===== src/rtl/vga_syncgen_param.sv =====
// Parametrised VGA sync and test-pattern generator with internal pixel clock-enable.
// Ports: clk, rst_n (async low), i_mode, i_solid_rgb -> o_hsync, o_vsync, o_r/g/b, o_vga_act, o_hcnt, o_vcnt, o_frame_start.
module vga_syncgen_param #(
    parameter int H_ACTIVE = 640,
    parameter int H_FP     = 16,
    parameter int H_SYNC   = 96,
    parameter int H_BP     = 48,
    parameter int V_ACTIVE = 480,
    parameter int V_FP     = 10,
    parameter int V_SYNC   = 2,
    parameter int V_BP     = 33,
    parameter bit HS_POL   = 1'b0,
    parameter bit VS_POL   = 1'b0,
    parameter int CLK_DIV  = 2,
    parameter int COLOR_W  = 4,
    parameter int CHK_LOG2 = 5,
    localparam int H_TOTAL = H_ACTIVE + H_FP + H_SYNC + H_BP,
    localparam int V_TOTAL = V_ACTIVE + V_FP + V_SYNC + V_BP,
    localparam int HW      = $clog2(H_TOTAL),
    localparam int VW      = $clog2(V_TOTAL)
) (
    input  logic                   clk,
    input  logic                   rst_n,
    input  logic [1:0]             i_mode,
    input  logic [3*COLOR_W-1:0]   i_solid_rgb,
    output logic                   o_hsync,
    output logic                   o_vsync,
    output logic [COLOR_W-1:0]     o_r,
    output logic [COLOR_W-1:0]     o_g,
    output logic [COLOR_W-1:0]     o_b,
    output logic                   o_vga_act,
    output logic [HW-1:0]          o_hcnt,
    output logic [VW-1:0]          o_vcnt,
    output logic                   o_frame_start
);

    localparam int DW    = (CLK_DIV > 1) ? $clog2(CLK_DIV) : 1;
    localparam int BAR_W = H_ACTIVE / 8;
    localparam int BCW   = (BAR_W > 1) ? $clog2(BAR_W) : 1;
    localparam int H_S0  = H_ACTIVE + H_FP;
    localparam int H_S1  = H_S0 + H_SYNC;
    localparam int V_S0  = V_ACTIVE + V_FP;
    localparam int V_S1  = V_S0 + V_SYNC;

    localparam logic [DW-1:0]  DIV_LAST = DW'(CLK_DIV - 1);
    localparam logic [HW-1:0]  H_LAST   = HW'(H_TOTAL - 1);
    localparam logic [VW-1:0]  V_LAST   = VW'(V_TOTAL - 1);
    localparam logic [BCW-1:0] BAR_LAST = BCW'(BAR_W - 1);

    logic [DW-1:0]          div_q, div_d;
    logic [HW-1:0]          hcnt_q, hcnt_d;
    logic [VW-1:0]          vcnt_q, vcnt_d;
    logic [BCW-1:0]         bpos_q, bpos_d;
    logic [2:0]             bar_q, bar_d;
    logic [1:0]             mode_q, mode_d;
    logic [3*COLOR_W-1:0]   solid_q, solid_d;
    logic                   pen, first, act, hs, vs, chk;
    logic [31:0]            hx, vx;
    logic [COLOR_W-1:0]     r_d, g_d, b_d;
    logic [COLOR_W-1:0]     r_q, g_q, b_q;
    logic                   hsync_q, vsync_q, act_q, fs_q;
    logic [HW-1:0]          hout_q;
    logic [VW-1:0]          vout_q;

    always_comb begin
        pen    = (div_q == DIV_LAST);
        div_d  = pen ? '0 : div_q + 1'b1;
        hx     = 32'(hcnt_q);
        vx     = 32'(vcnt_q);
        hcnt_d = (hcnt_q == H_LAST) ? '0 : hcnt_q + 1'b1;
        vcnt_d = vcnt_q;
        if (hcnt_q == H_LAST) begin
            vcnt_d = (vcnt_q == V_LAST) ? '0 : vcnt_q + 1'b1;
        end

        // Bar index follows hcnt by counting pixels within a bar.
        bpos_d = bpos_q + 1'b1;
        bar_d  = bar_q;
        if (hcnt_q == H_LAST) begin
            bpos_d = '0;
            bar_d  = '0;
        end else if (bpos_q == BAR_LAST) begin
            bpos_d = '0;
            bar_d  = bar_q + 1'b1;
        end

        // Pixel (0,0) already uses the freshly latched pattern source.
        first   = (hcnt_q == '0) && (vcnt_q == '0);
        mode_d  = first ? i_mode : mode_q;
        solid_d = first ? i_solid_rgb : solid_q;

        act = (hx < H_ACTIVE) && (vx < V_ACTIVE);
        hs  = (hx >= H_S0) && (hx < H_S1);
        vs  = (vx >= V_S0) && (vx < V_S1);
        chk = hx[CHK_LOG2] ^ vx[CHK_LOG2];

        r_d = '0;
        g_d = '0;
        b_d = '0;
        unique case (mode_d)
            2'd0: begin
                r_d = '0;
            end
            2'd1: begin
                r_d = {COLOR_W{~bar_q[1]}};
                g_d = {COLOR_W{~bar_q[2]}};
                b_d = {COLOR_W{~bar_q[0]}};
            end
            2'd2: begin
                r_d = {COLOR_W{chk}};
                g_d = {COLOR_W{chk}};
                b_d = {COLOR_W{chk}};
            end
            2'd3: begin
                r_d = solid_d[3*COLOR_W-1:2*COLOR_W];
                g_d = solid_d[2*COLOR_W-1:COLOR_W];
                b_d = solid_d[COLOR_W-1:0];
            end
        endcase
        if (!act) begin
            r_d = '0;
            g_d = '0;
            b_d = '0;
        end
    end

    always_ff @(posedge clk or negedge rst_n) begin
        if (!rst_n) begin
            div_q   <= '0;
            hcnt_q  <= '0;
            vcnt_q  <= '0;
            bpos_q  <= '0;
            bar_q   <= '0;
            mode_q  <= '0;
            solid_q <= '0;
            hsync_q <= ~HS_POL;
            vsync_q <= ~VS_POL;
            act_q   <= 1'b0;
            r_q     <= '0;
            g_q     <= '0;
            b_q     <= '0;
            hout_q  <= '0;
            vout_q  <= '0;
            fs_q    <= 1'b0;
        end else begin
            div_q <= div_d;
            fs_q  <= pen && first;
            if (pen) begin
                hcnt_q  <= hcnt_d;
                vcnt_q  <= vcnt_d;
                bpos_q  <= bpos_d;
                bar_q   <= bar_d;
                mode_q  <= mode_d;
                solid_q <= solid_d;
                hsync_q <= hs ? HS_POL : ~HS_POL;
                vsync_q <= vs ? VS_POL : ~VS_POL;
                act_q   <= act;
                r_q     <= r_d;
                g_q     <= g_d;
                b_q     <= b_d;
                hout_q  <= hcnt_q;
                vout_q  <= vcnt_q;
            end
        end
    end

    assign o_hsync       = hsync_q;
    assign o_vsync       = vsync_q;
    assign o_r           = r_q;
    assign o_g           = g_q;
    assign o_b           = b_q;
    assign o_vga_act     = act_q;
    assign o_hcnt        = hout_q;
    assign o_vcnt        = vout_q;
    assign o_frame_start = fs_q;

endmodule


===== config.mk =====
export PLATFORM = sky130hd
export DESIGN_NAME = vga_syncgen_param
export DESIGN_NICKNAME = d
export VERILOG_FILES = /design/src/rtl/vga_syncgen_param.sv
export SDC_FILE = /design/constraint.sdc
export NUM_CORES = 1
export LEC_CHECK = 0
export CORE_MARGIN = 2
export CORE_UTILIZATION = 52
export CTS_BUF_LIST = sky130_fd_sc_hd__clkbuf_4
export CTS_CLUSTER_SIZE = 12
export DETAILED_ROUTE_END_ITERATION = 12
export PLACE_DENSITY = 0.79
export SKIP_CTS_REPAIR_TIMING = 1
export SYNTH_ARGS = -nofsm -noshare
export SYNTH_HDL_FRONTEND = slang
export SYNTH_SLANG_ARGS = --single-unit

===== constraint.sdc =====
create_clock -name clk -period 2.2 [get_ports clk]
set_clock_uncertainty 0.15 [all_clocks]
set_input_delay 0.22 -clock clk [delete_from_list [all_inputs] [get_ports clk]]
set_output_delay 0.22 -clock clk [all_outputs]
set_load 0.02 [all_outputs]

* Word level (Yosys, flattened, before mapping)
Cells that the tools add are included.
** Word-level totals
- Bits in registers :: 81
- Latch bits :: 0
- Bits in writable memories :: 0
- Bits in read-only memories :: 0
- Input port bits :: 16
- Output and inout port bits :: 36
- Word-level logic and storage cells :: 65
- Memories :: 0
** Cells by class
- Add/sub/neg operators :: 5
- $mul :: 0
- Divide/modulo/power cells :: 0
- $lt $le $gt $ge :: 6
- Eq/ne operators :: 6
- Shift-type cells :: 0
- Mux-type cells :: 17
- Bitwise logic cells :: 4
- Reduce and logical (&&, ||, !) cells :: 11
** Operators with widths (count)
- one-hot mux 4 bit (3 select lines) :: 2
- adder 10 x 1 -> 10 bit (second input constant) :: 2
- == test 10 bit (second input constant) :: 2
- zero test 10 bit :: 2
- < comparator 10 bit (second input constant) :: 2
- < comparator 10 x 9 -> 1 bit (second input constant) :: 2
- 2-to-1 mux 10 bit :: 2
- one-hot mux 4 bit (4 select lines) :: 1
- 2-to-1 mux 7 bit :: 2
- 2-to-1 mux 12 bit :: 1
- 2-to-1 mux 4 bit :: 3
- >= comparator 10 bit (second input constant) :: 1
- >= comparator 10 x 9 -> 1 bit (second input constant) :: 1
- adder 7 x 1 -> 7 bit (second input constant) :: 1
- == test 7 bit (second input constant) :: 1
- 2-to-1 mux 3 bit :: 2
- logical AND 1 bit :: 5
- == test 2 bit (second input constant) :: 2
- AND reduction 2 bit :: 2
- adder 3 x 1 -> 3 bit (second input constant) :: 1
- 2-to-1 mux 1 bit :: 3
- inverter 1 bit :: 3
- == test 2 x 1 -> 1 bit (second input constant) :: 1
- zero test 2 bit :: 1
- 4 further kinds :: 4

* Longest topological paths before layout
Gate-level depths: netlist of run 1.
- Word-level depth :: 6
- Mapped depth :: 8
- Gate-level depth less buffers :: 7

* Worst setup path before layout of run 1
Ideal clock, no wire load.
- Path kind :: register to register
- From :: register hcnt_q[5]
- To :: register mode_q[0]
- Library setup time :: 127 ps
- Arrival time :: 2053 ps
- Data required time :: 1923 ps
- Path slack :: -130 ps
- Cell stages (with the launch flop) :: 8
- Path buffers :: 2
- Clock period less this slack :: 2330 ps
- Path through :: dfrtp_1 buf_6 or3_4 or4_4 nor2_2 nand3_2 buf_6 mux2_1
** Between the ends
- Longest elaborated chain between the ends :: 3
** RTL lines
- from (decl) :: line 51 : logic [HW-1:0] hcnt_q, hcnt_d;
- from (signal assigned) :: line 149 : hcnt_q <= hcnt_d;
- zero test 10 bit :: line 88 : first = (hcnt_q == '0) && (vcnt_q == '0);
- logical AND 1 bit :: line 88
- 2-to-1 mux 2 bit :: line 89 : mode_d = first ? i_mode : mode_q;
- to (signal assigned) :: line 153 : mode_q <= mode_d;
- to (decl) :: line 55 : logic [1:0] mode_q, mode_d;
No other way between the ends.
A chain may end at the register's enable or synchronous reset.

* Worst setup path in the final report of run 1
- From :: register hcnt_q[7]
- To :: register g_q[0], in the netlist o_g[0]
** Between the ends
- Longest elaborated chain between the ends :: 6
- Elaborated cells on any way between the ends :: 11
- Those cells by class :: order compare (1); eq/ne (3); mux (4); reduce/logical (3)
** RTL lines
- zero test 10 bit :: line 88
- logical AND 1 bit :: line 88
- 2-to-1 mux 2 bit :: line 89
- == test 2 bit / == test 2 x 1 -> 1 bit (equally long branches) :: line 100 : unique case (mode_d)
- one-hot mux 4 bit (3 select lines) :: line 100
- 2-to-1 mux 4 bit * :: line 120 : if (!act) begin
- to (signal assigned) :: line 159 : g_q <= g_d;
- to (decl) :: line 60 : logic [COLOR_W-1:0] r_q, g_q, b_q;
Mark *: on every way between the ends. The rest lies on a longest branch, timed or not.

==> results.py, run 1 <==
metrics = {
    "placement": {
        "hpwl_um": 6240,
        "placed_cells": 551,
        "pre_cts_ws_ns": -0.184,
        "port_buffers": 51,
        "gp_congestion": 0.849,
        "placed_area_mm2": 0.00482,
    },
    "outcome": {
        "violations": "negative setup slack",
        "outcome": "complete, but fails checks",
    },
    "drt": {
        "drt_pre_antenna_iters": 4,
        "vias": 3282,
        "viasPerCell": 5.74,
        "drc_errors": 0,
        "ant_nets": 0,
        "drt_iter0_drc": 214,
        "wl_per_cell_um": 16.0,
        "wl_um": 9160,
    },
    "synth": {
        "ys_types": 49,
        "netlist.area_leader.share_pct": 49.8,
        "yosys_warnings": 0,
        "synth_area_leader_cell": "dfrtp_1",
        "async_flop_share_pct": 100,
        "yosys-top-cells-area": "dfrtp_1, mux2_2, a21oi_1",
        "synth_edf_count": 0,
        "ys_ff_latch": 81,
        "postSynthCellCount": 389,
        "syn_nets": 411,
        "yosysSeqAreaShare_pct": 51.1,
        "synth_area_per_cell_um2": 10.2,
        "syn_area_mm2": 0.00397,
        "synthFlopType": "dfrtp_1",
    },
    "cells_and_area": {
        "num_antenna_cells": 0,
        "seqCellArea_mm2": 0.00203,
        "stdcell_count": 572,
        "final_cell_mix": "dfrtp_1, clkdlybuf4s50_1, buf_4, nand2_1",
        "design_area_mm2": 0.00510,
        "layout-drive-gt1-share_pct": 23.0,
        "multiInputGateArea_mm2": 0.00192,
        "final_common_cell": "dfrtp_1",
        "area_delta_synth_final_pct": 28.4,
        "fill_cells": 512,
        "nNetsFinal": 490,
    },
    "power_and_ir_drop": {
        "power_density_mw_per_mm2": 555,
        "p_leak_uw": 0.00224,
        "ir_worst_vdd_mv": 0.354,
    },
    "critical_path": {
        "cp.required_ns": 2.41,
        "r2r_end": "o_g[0]",
        "worstPathArrival_ns": 2.55,
        "r2r-start": "hcnt_q[7]",
        "reg2reg_setup_slack_ns": -0.13,
        "rr_worst_depth": 5,
        "start_kind": "flop",
        "critPathKind": "flop to flop",
        "endpoint_kind": "flop",
        "crit_start": "hcnt_q[7]",
        "endpoint": "o_g[0]",
        "critPathMaxFanout": 5,
    },
    "global_routing": {
        "track_usage_pct": 22.4,
        "grt_pass1_wl_um": 15100,
        "grt_pass1_vias": 3199,
        "grt-ovfl-total": 0,
        "antenna_found_initial": 0,
        "grt_max_degree": 82,
    },
    "timing": {
        "layout_setup_ws_ns": -0.132,
        "hold_violations": 0,
        "final-max-slew-violation-count": 0,
        "period_share_pct": 106,
        "setup_violations": 26,
        "fin_crit_ns": 2.33,
        "worstMarginPinSlew_ns": 0.603,
        "timing.hold.ws_ns": 0.171,
        "rsz0062_at_grt": "true",
        "slew_headroom_pct": 59.4,
        "fmax_ghz": 0.429,
    },
    "die": {
        "io_pins": 52,
        "die_h_um": 91.4,
        "num_rows": 31,
        "initial_core_util_pct": 54.2,
        "die_w_um": 91.4,
        "core_mm2": 0.00733,
        "dieArea_mm2": 0.00835,
    },
    "cts": {
        "clock_sinks": 81,
        "cts_buffers": 9,
        "cts_root_buf": "clkbuf_4",
        "htreeDepth": 3,
        "path_clk_slew_ns": 0.12,
        "worstSkewPairLatency_ns": 0.43,
        "cts_tree": "yes",
        "clk_path_buf_depth": 2,
    },
    "worst_hold_path": {
        "hold_path_class": "primary input to asynchronous set/reset pin",
    },
    "flow_run": {
        "maxCapViolCount": 0,
    },
}
==> power breakdown <==
part	switching (uW)	leakage [uW]	internal, uW
Combinational	95.4	0.00111	91.8
Sequential	20.8	0.00103	1520
Clock	530	0.0000938	575
Total	646	0.00224	2180
==> layout make-up <==
type	instances	share of cell area, %
Sequential cell	81	39.8
Multi-Input combinational cell	279	37.6
Timing Repair Buffer	90	16.0
Tap cell	99	2.43
Clock inverter	7	2.33
Clock buffer	9	1.33
Inverter	7	0.515
==> cell families (layout without fill, tap and decap cells) <==
| group | count (synthesis) | count (layout) | synth area share, % |
|---|---|---|---|
| AO/OA/AOI/OAI | 92 | 92 | 13.8 |
| XOR/XNOR | 10 | 10 | 2.21 |
| adder cells (fa/ha/maj) | 6 | 6 | 1.89 |
| buffers and inverters | 30 | 113 | 3.28 |
| flip-flops | 81 | 81 | 51.1 |
| multiplexers | 36 | 36 | 10.2 |
| AND/OR/NAND/NOR | 134 | 135 | 17.6 |
==> synthesized netlist by cell type (all sizes together) (6+ instances only) <==
| cell type | instances |
|---|---|
| clkbuf | 17 |
| dfrtp | 79 |
| nor3 | 6 |
| nand4 | 7 |
| nand3 | 11 |
| or3 | 9 |
| a31oi | 8 |
| o21ai | 31 |
| mux2 | 35 |
| a21oi | 30 |
| nor2 | 33 |
| nand2 | 31 |
| xnor2 | 6 |
| inv | 7 |
| buf | 6 |
| and3 | 7 |
| ha | 6 |
==> sequential cells by signal, summed over array words and instances (netlist names) <==
| name | cells |
|---|---|
| vcnt_q | 10 |
| o_hsync | 1 |
| o_r | 4 |
| mode_q | 2 |
| hcnt_q | 10 |
| o_vga_act | 1 |
| div_q | 1 |
| o_hcnt | 10 |
| o_b | 4 |
| o_vsync | 1 |
| bar_q | 3 |
| solid_q | 12 |
| o_vcnt | 10 |
| bpos_q | 7 |
| o_frame_start | 1 |
| o_g | 4 |
==> per-stage QoR <==
stage	power (uW)	TNS (ns)	util [%]
2_1_floorplan	1640	-1.46	-
3_3_place_gp	1750	-1.48	65.7
3_5_place_dp	1750	-3.01	65.7
4_1_cts	2850	-3.64	68.2
5_1_grt	2930	-3.42	69.6
6_report	2830	-1.96	69.6
==> layer usage <==
layer / wire length [um] / vias up / track usage, %
met5: 0 / - / 0
met4: 185 / 0 / 9.60
met3: 311 / 20 / 4.65
met2: 4450 / 85 / 35.8
met1: 4220 / 1612 / 29.4
li1: - / 1565 / -
==> worst min path at each step <==
stage,slack (ns),cells past startpoint,to,startpoint
finish,0.17,3,bpos_q[0],rst_n
global route,0.21,3,o_hcnt[3],rst_n
CTS,-0.35,2,o_hcnt[3],rst_n
detailed placement,0.14,2,bpos_q[5],rst_n
global placement,0.13,2,bpos_q[5],rst_n
floorplan,-0.23,0,bar_q[0],rst_n
==> worst max-delay path: stages, from the launching register on <==
cell	delay, ns
dfrtp_1	0.40
or3_4	0.38
or4_4	0.54
or3_4	0.42
o211ai_1	0.19
a2bb2oi_1	0.18
Power figures use the tool's default switching activity.
==> run 2, diff against run 1 <==
- CTS_CLUSTER_SIZE: 12 -> unset
- HOLD_SLACK_MARGIN: unset -> 0.12
==> results of run 2 <==
Final layout, timing and power as in run 1 (identical DEF).
==> edit 1, RTL diff (settings of run 1) <==
Add an input register stage for `i_mode` and `i_solid_rgb`; this delays them by one clock.
--- a/src/rtl/vga_syncgen_param.sv
+++ b/src/rtl/vga_syncgen_param.sv
@@ -47,6 +47,14 @@
     localparam logic [VW-1:0]  V_LAST   = VW'(V_TOTAL - 1);
     localparam logic [BCW-1:0] BAR_LAST = BCW'(BAR_W - 1);
 
+    logic [1:0] i_mode_q;
+    logic [3*COLOR_W-1:0] i_solid_rgb_q;
+
+    always_ff @(posedge clk) begin
+        i_mode_q      <= i_mode;
+        i_solid_rgb_q <= i_solid_rgb;
+    end
+
     logic [DW-1:0]          div_q, div_d;
     logic [HW-1:0]          hcnt_q, hcnt_d;
     logic [VW-1:0]          vcnt_q, vcnt_d;
@@ -86,8 +94,8 @@
 
         // Pixel (0,0) already uses the freshly latched pattern source.
         first   = (hcnt_q == '0) && (vcnt_q == '0);
-        mode_d  = first ? i_mode : mode_q;
-        solid_d = first ? i_solid_rgb : solid_q;
+        mode_d  = first ? i_mode_q : mode_q;
+        solid_d = first ? i_solid_rgb_q : solid_q;
 
         act = (hx < H_ACTIVE) && (vx < V_ACTIVE);
         hs  = (hx >= H_S0) && (hx < H_S1);
Behaviour: not the same (a bounded check fails within 4 cycles, from zero or initial values and one cycle with rst_n low).
==> edit 1 against run 1 <==
Global-route usage shrank 0.49 points; synthesized cell count shrank 4.4%; area after synthesis grew 8.1%; design area grew 2.5%; routed wire length is essentially flat; worst setup slack gained 0.21 ns; sequential cell count grew 14; total power grew 8.0%; cell count shrank 4.7%; combinational power shrank 6%; largest power group unchanged; highest routed layer unchanged.
==> edit 1: results (changes against run 1) <==
synth_commonest_cells: "79 x dfrtp_1, 27 x nand2_1, 25 x mux2_2"  # was 79 x dfrtp_1, 32 x nor2_1, 31 x nand2_1
ys_seq_area_frac: 0.538  # was 0.511
gp_congestion: 0.837  # was 0.849
crit_arrival_ns: 2.33  # was 2.55 ns
status: "finished, final reports clean"  # was finished with violations
placed_cell_area_sq_um: 5020  # was 4820 sq um
worstMarginPinSlew_ns: 0.571  # was 0.603 ns
critical_path.max_fanout: 7  # was 5
switching_share: 0.235  # was 0.228
peakVddDrop_mv: 0.441  # was 0.354 mV
drt_iter0_markers: 165  # was 214
synthCells: 372  # was 389
via_per_inst: 5.75  # was 5.74
p_leak_nw: 2.38  # was 2.24 nW
antenna_found_initial: 0  # unchanged
drive_gt1_frac: 0.205  # was 0.230
worstRegToRegCells: 4  # was 5
pre_cts_ws_ns: 0.0475  # was -0.184 ns
hpwl_um: 6330  # was 6240 um
gr-usage-all-layers: 0.219  # was 0.224
wire_per_inst_um: 16.8  # was 16.0 um
netlist_top_cells_area: "dfrtp_1 46%, mux2_2 6.6%, dfxtp_1 6.5%"  # was dfrtp_1 50%, mux2_2 8.2%, a21oi_1 3.8%
grt_pass1_vias: 3157  # was 3,199
first_pass_iters: 5  # was 4
dp_cells: 527  # was 551
synthDistinctLibCells: 52  # was 49
clk_pin_slew_ns: 0.14  # was 0.12 ns
grt_max_degree: 43  # was 82
root_buffer: "clkbuf_4"  # unchanged
fmax_ghz: 0.470  # was 0.429 GHz
layout.cells.non_filler: 545  # was 572
edit 1: changes by cell type in the layout (fill, tap and decap cells not counted), sizes merged, moves of 6 or more:
cell / run 1 / this run
or3: 9 / 3
inv: 7 / 13
dfxtp: 0 / 14
o221ai: 0 / 7
nor2: 33 / 16
a41oi: 0 / 8
o21ai: 31 / 23
a21oi: 30 / 10
buf: 39 / 25
edit 1: path summary, 6_finish.rpt:
path	endpoint	startpoint	slack, ns
worst min-delay path	i_solid_rgb_q[4]	i_solid_rgb[4]	0.04
worst min register to register	solid_q[3]	i_solid_rgb_q[3]	0.36
max in group asynchronous	hcnt_q[0]	rst_n	1.14
worst max-delay path	vcnt_q[9]	hcnt_q[6]	0.07
worst max register to register	vcnt_q[9]	hcnt_q[6]	0.07
min in group asynchronous	o_vcnt[1]	rst_n	0.13
edit 1: power groups by stage:
| stage | logic, mW | clock network, mW | registers, mW |
|---|---|---|---|
| 2_1_floorplan | 0.0630 | 0 | 1.85 |
| 3_3_place_gp | 0.172 | 0 | 1.85 |
| 3_5_place_dp | 0.177 | 0 | 1.85 |
| 4_1_cts | 0.178 | 1.08 | 1.81 |
| 5_1_grt | 0.194 | 1.15 | 1.82 |
| 6_report | 0.175 | 1.06 | 1.81 |
edit 1: routing by layer:
layer,GRT usage,part of all wire,wire length [um],vias to the layer above
met4,0.100,0.017,154,0
li1,-,-,-,1482
met1,0.292,0.44,4060,1542
met5,0,0,0,-
met3,0.0343,0.045,415,14
met2,0.352,0.49,4530,94
edit 1: area by class of cell:
type / instances / area (sq um) / area share
flip-flops and latches: 95 / 2310 / 0.443
multi-input cells: 241 / 1830 / 0.351
repair buffers: 76 / 739 / 0.142
well taps: 105 / 131 / 0.0251
clock inverters: 7 / 96.3 / 0.0184
clock buffers: 9 / 67.6 / 0.0129
inverters: 12 / 45.0 / 0.00862
edit 1: kinds of logic after synthesis:
| family | count (synthesis) | share of synthesized area |
|---|---|---|
| xor+xnor | 15 | 0.0306 |
| simple gates | 105 | 0.141 |
| fa+ha+maj | 6 | 0.0175 |
| mux | 38 | 0.107 |
| buf+inv | 36 | 0.0393 |
| compound gates | 77 | 0.127 |
| flops | 95 | 0.538 |
edit 1: critical path, stage by stage (launching register included):
cell and delay [ns]:
dfrtp_1 0.40, or3_4 0.43, or4_4 0.60, nor3_4 0.15, mux2_4 0.31
edit 1: per-stage QoR:
stage                     hold slack, ns  utilization  TNS [ns]
after detailed placement           0.103        0.620         0
after global placement            0.0981        0.620         0
final                             0.0438        0.645         0
after global routing              0.0225        0.645         0
after floorplan                   -0.226            -   -0.0341
after CTS                         -0.398        0.641         0
==> edit 2, RTL diff (config.mk and constraints of run 1) <==
Made on the original files. Change the parameter `VS_POL` from 1'b0 to 1'b1.
--- a/src/rtl/vga_syncgen_param.sv
+++ b/src/rtl/vga_syncgen_param.sv
@@ -10,7 +10,7 @@
     parameter int V_SYNC   = 2,
     parameter int V_BP     = 33,
     parameter bit HS_POL   = 1'b0,
-    parameter bit VS_POL   = 1'b0,
+    parameter bit VS_POL   = 1'b1,
     parameter int CLK_DIV  = 2,
     parameter int COLOR_W  = 4,
     parameter int CHK_LOG2 = 5,
Check against the original RTL: not equivalent (Yosys sat finds a counterexample within 4 cycles, from zero or initial values and one cycle with rst_n low).
==> edit 2 against run 1 <==
The run still ends with negative setup slack left; routed wire length grew 8.3%; combinational power shrank 3%; first-iteration DRC count grew 26%; worst setup slack gained 0.12 ns; total power shrank 7.9%; sequential cell count is the same; die area grew 2.7%; area after synthesis grew 2.8%; design area grew 2.6%; largest cell class unchanged; highest routed layer unchanged.
==> edit 2: results (changes against run 1) <==
status: "finished with violations"  # unchanged
violations: "negative setup slack"  # unchanged
taps: 102  # was 99
drt_iter0_markers: 269  # was 214
nMultiInputCombCells: 272  # was 279
first_pass_iters: 5  # was 4
finalNetCount: 496  # was 490
switching_share: 0.249  # was 0.228
power_per_cell_area_nw_per_um2: 498  # was 555 nW/um^2
clk_pin_slew_ns: 0.15  # was 0.12 ns
setup_viol: 1  # was 26
placed_cell_area_sq_um: 4940  # was 4820 sq um
synthDistinctLibCells: 57  # was 49
setup_slack_ns: -0.00783  # was -0.132 ns
pg_comb_mw: 0.181  # was 0.187 mW
drive_gt1_frac: 0.238  # was 0.230
gr-usage-met1: 0.335  # was 0.294
grt_max_degree: 33  # was 82
wire_per_inst_um: 17.1  # was 16.0 um
hpwl_um: 6820  # was 6240 um
inv_count: 14  # was 7
ys_seq_area_frac: 0.497  # was 0.511
grt_pass1_vias: 3295  # was 3,199
p_leak_nw: 2.32  # was 2.24 nW
crit_arrival_ns: 2.40  # was 2.55 ns
nonClkBufAreaFrac: 0.173  # was 0.160
clock_tree_area_fraction: 0.0256  # was 0.0366
dr_wl_met2_um: 4810  # was 4450 um
critical_path.max_fanout: 4  # was 5
multi_input_area_share: 0.379  # was 0.376
grt_pass1_wl_um: 16100  # was 15,100 um
nNonClkBuffers: 96  # was 90
syn-num-nets: 414  # was 411
grtUsageMet3: 0.0293  # was 0.0465
via_per_inst: 5.96  # was 5.74
endpoint: "vcnt_q[9]"  # was o_g[0]
synth_commonest_cells: "80 x dfrtp_1, 33 x mux2_2, 22 x o21ai_0"  # was 79 x dfrtp_1, 32 x nor2_1, 31 x nand2_1
seqPwrFrac: 0.591  # was 0.543
gp_congestion: 0.943  # was 0.849
n_fill_cell: 561  # was 512
peakVddDrop_mv: 0.361  # was 0.354 mV
crit_family: "simple AND/OR/NAND/NOR gates"  # unchanged
wl_um: 9920  # was 9160 um
grt_util_met2: 0.384  # was 0.358
routed-wl-met3_um: 505  # was 311 um
worstRegToRegCells: 4  # was 5
critPathLaunch: "hcnt_q[6]"  # was hcnt_q[7]
gr-usage-all-layers: 0.237  # was 0.224
slew_headroom: 0.594  # about the same
design.seq.count: 81  # unchanged
wl_met1_um: 4450  # was 4220 um
netlist_top_cells_area: "dfrtp_1 49%, mux2_2 9.1%, o21ai_0 2.7%"  # was dfrtp_1 50%, mux2_2 8.2%, a21oi_1 3.8%
dp_cells: 558  # was 551
syn_area_per_cell_sq_um: 10.4  # was 10.2 sq um
-- edit 2: cell types whose count changed after synthesis, sizes merged, moves of 7 or more --
cell	delta
a21oi	-9
or3	-7
nor2b	+13
nor2	-16
nand2	-10
nor3	+7
o21ai	-9
-- edit 2: stage by stage --
stage | power, mW | worst slack, ns | hold slack [ns]
2_1_floorplan | 1.63 | -0.196 | -0.226
3_3_place_gp | 1.74 | 0.0208 | 0.00411
3_5_place_dp | 1.75 | -0.0899 | 0.0110
4_1_cts | 2.61 | -0.106 | -0.468
5_1_grt | 2.69 | -0.0479 | 0.106
6_report | 2.60 | -0.00783 | 0.0593
-- edit 2: logic make-up (layout without fill, tap and decap cells) --
kind of cell,Yosys count,in the layout,share of synthesized area
xor gates and xnor gates,14,14,0.0300
DFF,81,81,0.497
and+or+nand+nor,133,133,0.184
buffers and inverters,39,126,0.0389
muxes,35,35,0.0959
AOI/OAI and AO/OA,84,84,0.135
adders and majority gates,6,6,0.0184
